$ cat config.mk
export PLATFORM = sky130hd
export DESIGN_NAME = vec_mem_arbiter
export DESIGN_NICKNAME = d
export VERILOG_FILES = /design/src/rtl/vec_mem_arbiter.sv
export SDC_FILE = /design/constraint.sdc
export NUM_CORES = 1
export LEC_CHECK = 0
export CORE_AREA = 4 4 116 118
export CTS_BUF_LIST = sky130_fd_sc_hd__clkbuf_16
export CTS_CLUSTER_DIAMETER = 200
export DETAILED_ROUTE_END_ITERATION = 10
export DIE_AREA = 0 0 120 122
export GPL_ROUTABILITY_DRIVEN = 0
export GPL_TIMING_DRIVEN = 0
export PLACE_DENSITY_LB_ADDON = 0.05
export SYNTH_ARGS = -nofsm -noshare
export SYNTH_HDL_FRONTEND = slang
export SYNTH_SLANG_ARGS = --single-unit
export TNS_END_PERCENT = 5
$ cat constraint.sdc
create_clock -name clk -period 6.2 [get_ports clk]
set_clock_uncertainty 0.15 [all_clocks]
set_input_delay 1.24 -clock clk [delete_from_list [all_inputs] [get_ports clk]]
set_output_delay 1.24 -clock clk [all_outputs]
set_load 0.03 [all_outputs]
$ cat src/rtl/vec_mem_arbiter.sv
// Arbitrates the single main-memory port between the scalar load/store path and the vector LSU,
// with vector locking, bounded-burst scalar yield and in-order response routing.
module vec_mem_arbiter #(
  parameter int unsigned XLEN        = 32,
  parameter int unsigned SEW         = 32,
  parameter int unsigned MAX_OUTST   = 4,
  parameter int unsigned BURST_LIMIT = 16
) (
  input  logic            clk,
  input  logic            n_rst,
  input  logic            sc_req_valid,
  output logic            sc_req_ready,
  input  logic [XLEN-1:0] sc_addr,
  input  logic            sc_we,
  input  logic [XLEN-1:0] sc_wdata,
  output logic            sc_rsp_valid,
  output logic [XLEN-1:0] sc_rsp_data,
  input  logic            vl_req_valid,
  output logic            vl_req_ready,
  input  logic [XLEN-1:0] vl_addr,
  input  logic            vl_we,
  input  logic [SEW-1:0]  vl_wdata,
  input  logic            vl_lock,
  output logic            vl_rsp_valid,
  output logic [SEW-1:0]  vl_rsp_data,
  output logic            mem_req_valid,
  input  logic            mem_req_ready,
  output logic [XLEN-1:0] mem_addr,
  output logic            mem_we,
  output logic [XLEN-1:0] mem_wdata,
  input  logic            mem_rsp_valid,
  input  logic [XLEN-1:0] mem_rsp_data,
  output logic            busy
);

  localparam logic [1:0] StArb   = 2'd0;
  localparam logic [1:0] StVlock = 2'd1;
  localparam logic [1:0] StYield = 2'd2;

  localparam logic IdScalar = 1'b0;

  localparam int unsigned CntW   = $clog2(BURST_LIMIT + 1);
  localparam int unsigned PtrW   = (MAX_OUTST > 1) ? $clog2(MAX_OUTST) : 1;
  localparam int unsigned CountW = $clog2(MAX_OUTST + 1);

  localparam logic [CntW-1:0]   BurstMax = CntW'(BURST_LIMIT);
  localparam logic [CountW-1:0] FullCnt  = CountW'(MAX_OUTST);

  logic [1:0]        state_q, state_d;
  logic              last_vec_q, last_vec_d;
  logic [CntW-1:0]   burst_cnt_q, burst_cnt_d, burst_cnt_inc;
  logic [PtrW-1:0]   wr_ptr_q, rd_ptr_q;
  logic [CountW-1:0] count_q, count_d;
  logic              ids_q [MAX_OUTST];

  logic gnt_sc, gnt_vl;
  logic fifo_full, fifo_empty, accept;
  logic sc_xfer, vl_xfer, push, pop, head_id;

  // Grant depends on registered state and the live valids only.
  always_comb begin
    gnt_sc = 1'b0;
    gnt_vl = 1'b0;
    unique case (state_q)
      StVlock: gnt_vl = vl_req_valid;
      StYield: gnt_sc = sc_req_valid;
      default: begin
        if (sc_req_valid && vl_req_valid) begin
          gnt_sc = last_vec_q;
          gnt_vl = !last_vec_q;
        end else begin
          gnt_sc = sc_req_valid;
          gnt_vl = vl_req_valid;
        end
      end
    endcase
  end

  assign fifo_full  = (count_q == FullCnt);
  assign fifo_empty = (count_q == '0);
  // A same-cycle pop does not free a slot for acceptance.
  assign accept     = mem_req_ready && !fifo_full && n_rst;

  assign sc_req_ready  = gnt_sc && accept;
  assign vl_req_ready  = gnt_vl && accept;
  assign mem_req_valid = (gnt_sc || gnt_vl) && !fifo_full && n_rst;
  assign sc_xfer       = sc_req_ready;
  assign vl_xfer       = vl_req_ready;

  assign mem_addr  = gnt_sc ? sc_addr  : vl_addr;
  assign mem_we    = gnt_sc ? sc_we    : vl_we;
  assign mem_wdata = gnt_sc ? sc_wdata : XLEN'(vl_wdata);

  assign push    = sc_xfer || vl_xfer;
  assign pop     = mem_rsp_valid && !fifo_empty && n_rst;
  assign head_id = ids_q[rd_ptr_q];

  assign sc_rsp_valid = pop && (head_id == IdScalar);
  assign vl_rsp_valid = pop && (head_id != IdScalar);
  assign sc_rsp_data  = mem_rsp_data;
  assign vl_rsp_data  = SEW'(mem_rsp_data);

  assign busy = n_rst && ((count_q != '0) || (state_q != StArb));

  assign burst_cnt_inc = (vl_xfer && (burst_cnt_q != BurstMax)) ? burst_cnt_q + 1'b1
                                                                : burst_cnt_q;

  always_comb begin
    state_d     = state_q;
    burst_cnt_d = burst_cnt_q;
    last_vec_d  = last_vec_q;
    if (push) last_vec_d = vl_xfer;
    unique case (state_q)
      StArb: begin
        if (vl_xfer && vl_lock) begin
          state_d     = StVlock;
          burst_cnt_d = '0;
        end
      end
      StVlock: begin
        burst_cnt_d = burst_cnt_inc;
        // Lock release wins over a pending yield.
        if (!vl_lock) begin
          state_d = StArb;
        end else if ((burst_cnt_inc == BurstMax) && sc_req_valid) begin
          state_d = StYield;
        end
      end
      StYield: begin
        if (sc_xfer) begin
          burst_cnt_d = '0;
          state_d     = vl_lock ? StVlock : StArb;
        end
      end
      default: state_d = StArb;
    endcase
  end

  always_comb begin
    count_d = count_q;
    unique case ({push, pop})
      2'b10:   count_d = count_q + 1'b1;
      2'b01:   count_d = count_q - 1'b1;
      default: count_d = count_q;
    endcase
  end

  always_ff @(posedge clk or negedge n_rst) begin
    if (!n_rst) begin
      state_q     <= StArb;
      last_vec_q  <= 1'b1;
      burst_cnt_q <= '0;
      wr_ptr_q    <= '0;
      rd_ptr_q    <= '0;
      count_q     <= '0;
    end else begin
      state_q     <= state_d;
      last_vec_q  <= last_vec_d;
      burst_cnt_q <= burst_cnt_d;
      count_q     <= count_d;
      if (push) wr_ptr_q <= wr_ptr_q + 1'b1;
      if (pop)  rd_ptr_q <= rd_ptr_q + 1'b1;
    end
  end

  // ID storage needs no reset; the count and pointers define which entries are live.
  always_ff @(posedge clk) begin
    if (push) ids_q[wr_ptr_q] <= vl_xfer;
  end

endmodule

# After elaboration in Yosys (flattened, before gate mapping)
# Memory sizes are Yosys's and may differ from the RTL's.
# Index checks and enable logic that the tools add are counted.
totals:
  out_inout_bits: 135
  mem_count: 1
  register_bits: 15
  input_bits: 169
  word_cells: 72
  mem_bits_rw: 4
mem_list:
  columns: ["memory", "words", "word_bits", "read_ports", "rd_clocked_by_memory_dff", "wr", "line", "rtl"]
  rows:
  - ["ids_q", 4, 1, 1, 0, 1, "54", "logic ids_q [MAX_OUTST];"]
op_classes:
  n_addsub: 5
  bitwise: 1
  mux: 20
  reduce_logical: 29
  n_eq_ne: 10
op_table:
  columns: ["cell", "count"]
  rows:
  - ["32-bit 2-to-1 mux", 2]
  - ["1-bit logical AND", 15]
  - ["5-bit 2-to-1 mux", 3]
  - ["5-bit one-hot mux with 3 select lines", 1]
  - ["2-bit 2-to-1 mux", 4]
  - ["1-bit 2-to-1 mux", 6]
  - ["2-bit one-hot mux with 3 select lines", 1]
  - ["3-bit one-hot mux with 2 select lines", 1]
  - ["3-bit AND reduction", 2]
  - ["3-bit nonzero test", 2]
  - ["5-bit by 1-bit adder with 5-bit output (second input constant)", 1]
  - ["5-bit equality test (second input constant)", 1]
  - ["5-bit != test (second input constant)", 1]
  - ["2-bit by 1-bit adder with 2-bit output (second input constant)", 2]
  - ["2-bit by 1-bit equality test with 1-bit output (second input constant)", 2]
  - ["2-bit equality test (second input constant)", 2]
  - ["2-bit != test (second input constant)", 2]
  - ["1-bit one-hot mux with 2 select lines", 2]
  - ["2-bit nonzero test", 2]
  - ["3-bit by 1-bit adder with 3-bit output (second input constant)", 1]
  - ["3-bit equality test (second input constant)", 1]
  - ["1-bit logical NOT", 3]
  - ["3-bit logical NOT", 1]
  - ["1-bit logical OR", 3]
  - ["4 further kinds", 4]

# Depth between registers and ports, before layout
depth:
  depth_word: 12
  depth_mapped: 13
  ltp_nobuf: 12

# Worst setup path before layout
# No wires, ideal clock.
synth_timing:
  path_type: "input port to output port"
  from: "input port vl_req_valid"
  to: "output port mem_wdata[24]"
  n_path_buf: 2
  cell_stages: 5
  t_arrival_ps: 2876
  slack_ps: 1934
  required_time_ps: 4810
  cell_sequence: "inv_1 o311ai_1 clkbuf_1 buf_2 mux2_2"
synth_between:
  elab_chain_cells: 4
synth_rtl:
  columns: ["element", "line", "rtl"]
  rows:
  - ["start: declaration", "18", "input logic vl_req_valid,"]
  - ["1-bit logical AND", "68", "if (sc_req_valid && vl_req_valid) begin"]
  - ["1-bit 2-to-1 mux", "68", null]
  - ["1-bit one-hot mux with 2 select lines", "64", "unique case (state_q)"]
  - ["32-bit 2-to-1 mux", "92", "assign mem_wdata = gnt_sc ? sc_wdata : XLEN'(vl_wdata);"]
  - ["end: declaration", "30", "output logic [XLEN-1:0] mem_wdata,"]
# Every way passes these cells.

# Worst setup path in the final report
layout_timing:
  from: "input port vl_req_valid"
  to: "output port mem_wdata[27]"
# Same word-level chain as after synthesis.

==> results.md <==
* Min-Delay Path Depth at 1
* Lkg Pwr at ~2.3 nW
* H-tree level count at 1
* Global-route wire length before repair at roughly 19,000 µm
* RSZ-0062 raised after global routing: false
* Final setup violation count at 0
* Core Area at 12,500 µm²
* Syn Std Cell Area at 2560 µm²
* Die height at about 120 µm
* DP HPWL at 11,800 µm
* Post-synth ARST share at approximately four fifths
* DRC errors left at 0
* CTS Buffer Depth at 2
* Post_cts resized at 0
* Family with the most delay on the worst path: buffers and inverters
* Critical Path RT at about 4800 ps
* Critical-path cell list: clkdlybuf4s50_1 > inv_1 > o311ai_2 > clkbuf_1 > buf_2 > mux2_2 > clkdlybuf4s50_1
* Worst Tran Pin Value at a little under 900 ps
* Synth cell types at a little under 50
* Worst r2r path cells at 12
* Number of synthesized flops with an enable pin at 4
* CTS tree: done
* CP most frequent cell: clkdlybuf4s50_1
* CTS buffer count at 3
* Layout area overhead at 118%
* Worst Path Arrival at ~4400 ps
* DIE AREA at ~15,000 µm²
* Vias at about 3,000
* Worst skew pair latency at 250 ps
* Vias in the first global route at ~3,200
* Hold EP: rd_ptr_q[1]
* Worst setup path class: in2out
* Post-CTS Hold Buffers at 0
* FP Rows at 41
* Syn Nets at 455
* Reg2reg end: count_q[2]
* Power per Cell Area at between 200 and 250 nW/µm²
* Max Slew Vio Count at 0
* Cell count after placement at between 700 and 800
* Multi-input logic area at ~1500 µm²
* Crit Path Max Fanout at 10
* FMAX at between 150 and 200 MHz
* ANT nets after route at 0
* Buffers plus inverters on the worst setup path at 5
* Synth Warn # at 0
* Fin crit period at roughly 5700 ps
* CP max-delay cell: o311ai_2
* Post-synthesis instance total at 274
* Initial cell density of the core at 20.5%
* Initial antenna violation count at 2
* Share of layout cells above drive strength 1 at 25.9%
* CTS root buffer: clkbuf_16
* Flop-to-flop setup slack at roughly 2400 ps
* Seq cells post-synth at 19
* Seq/Total Area, Yosys at ~19%
* CP endpoint kind: output port
* WHS at 343 ps
* Peak supply drop at between 0.1 and 0.15 mV
* Final hold vios at 0
* MaxCap Viol Count at 0
* Drt wl/cell at 18.4 µm
* Largest net degree at the start of global routing at 20
* Post-CTS Setup Bufs at 0
* Num Clock Sinks at 19
* Fin Setup TNS at 0 ps
* Final worst-path cycle share at ~93%
* R2r startpoint: state_q[1]
* Initial DRC Count at between 50 and 60
* Fillers at about 1,200
* Die W at between 100 and 150 µm
* Worst hold path class: reg2reg
* I/O pins at 304
* Via density at around 4
* Register area at between 400 and 500 µm²
* Normalized max-slew margin at approximately two fifths
* Main synth FF type: dfrtp_1
* WL final at 13,300 µm
* Worst path max stage delay at about 640 ps
* Final net count at between 700 and 800
* Worst setup SP type: input port
* Buffers added on ports at between 200 and 300
* All-layer global routing usage at about 17%
* Worst-path clk slew at 60 ps
* Status: finished clean
* DR pass1 iterations at 4
* Non-Filler Instances at 722
* GRT Residual Overflow at 0
* Min-delay src: rd_ptr_q[1]
* Syn_area_per_cell at 9.34 µm²
[state kept, by name, indices dropped and copies added (netlist names)]
signal and cells:
ids_q 4, last_vec_q 1, rd_ptr_q 2, wr_ptr_q 2, state_q 2, count_q 3, burst_cnt_q 5
[cells by family after synthesis]
| logic type | share of synthesized area, % |
|---|---|
| buffers and inverters | 23.1 |
| multiplexers | 29.9 |
| AND/OR/NAND/NOR | 11.0 |
| AO/OA/AOI/OAI | 8.36 |
| flip-flops | 19.4 |
| adder cells (fa/ha/maj) | 6.16 |
| XOR/XNOR | 2.05 |
[per-stage QoR]
step                setup WS (ps)  utilization, %  total power [mW]  cell area, µm²
global placement              145            44.0              1.25            5490
global route                  230            44.7              1.47            5580
floorplan                    1930               -             0.830            2560
finish                        458            44.7              1.38            5580
detailed placement            139            44.0              1.25            5490
CTS                           117            44.7              1.39            5570
[area by class of cell]
cell class / count / share of cell area, %
multi-input combinational: 164 / 26.5
clock inverter: 1 / 0.0897
inverter: 17 / 1.14
buffer: 74 / 9.47
tap: 172 / 3.86
sequential: 19 / 8.91
antenna: 1 / 0.0449
timing repair buffer: 271 / 48.6
clock buffer: 3 / 1.35
[report_power, final]
group	total, mW	internal (mW)	switching [mW]	leakage, nW
clock network	0.136	0.0866	0.0496	0.0409
registers	0.199	0.166	0.0331	0.226
logic	1.04	0.500	0.542	2.00
total	1.38	0.753	0.625	2.27
[worst max path at each step]
stage | start | to | slack [ps] | cells after the start
after floorplan | vl_req_valid | mem_wdata[24] | 1930 | 5
after detailed placement | vl_req_valid | mem_wdata[27] | 140 | 7
after global routing | vl_req_valid | mem_wdata[27] | 230 | 7
after global placement | vl_req_valid | mem_wdata[27] | 150 | 7
after CTS | vl_req_valid | mem_wdata[27] | 120 | 7
final | vl_req_valid | mem_wdata[27] | 460 | 7
[layout by cell type (no fill, tap or decap), drive strengths merged, types with 2 or more instances in the layout]
cell type / count
a21oi: 5
a221oi: 2
and2: 5
buf: 67
clkbuf: 10
clkdlybuf4s50: 271
dfrtp: 14
edfxtp: 4
ha: 11
inv: 17
mux2: 65
nand2: 10
nand2b: 4
nand3: 5
nand4: 2
nor2: 8
nor2b: 2
nor3: 2
nor4: 2
o21a: 3
o21ai: 8
o41ai: 2
or2: 2
or4: 2
xnor2: 4
xor2: 2
[synth_stat cells (2+ instances only)]
library cell   n  area, µm²
a21oi_1        5       25.0
a221oi_1       2       17.5
and2_1         5       31.3
buf_2          2       10.0
buf_4         64        480
clkbuf_1       7       26.3
dfrtp_1       14        350
edfxtp_1       4        120
ha_1          11        138
inv_1         16       60.1
mux2_2        65        732
nand2_1       10       37.5
nand2b_1       4       25.0
nand3_1        5       25.0
nand4_1        2       12.5
nor2_1         8       30.0
nor2b_1        2       12.5
nor3_1         2       10.0
o21a_1         3       22.5
o21ai_0        6       30.0
o21ai_1        2       10.0
o41ai_1        2       17.5
or2_1          2       12.5
or4_1          2       15.0
xnor2_1        4       35.0
xor2_1         2       17.5
[per-layer routing]
layer  routed length (µm)  vias to the layer above  global-route usage, %
li1                     -                     1445                      -
met1                 4720                     1372                   18.4
met2                 7190                      132                   31.3
met3                 1280                       11                   7.20
met4                  123                        2                   3.58
met5                    7                        -                      0
Power figures use the tool's default switching activity.
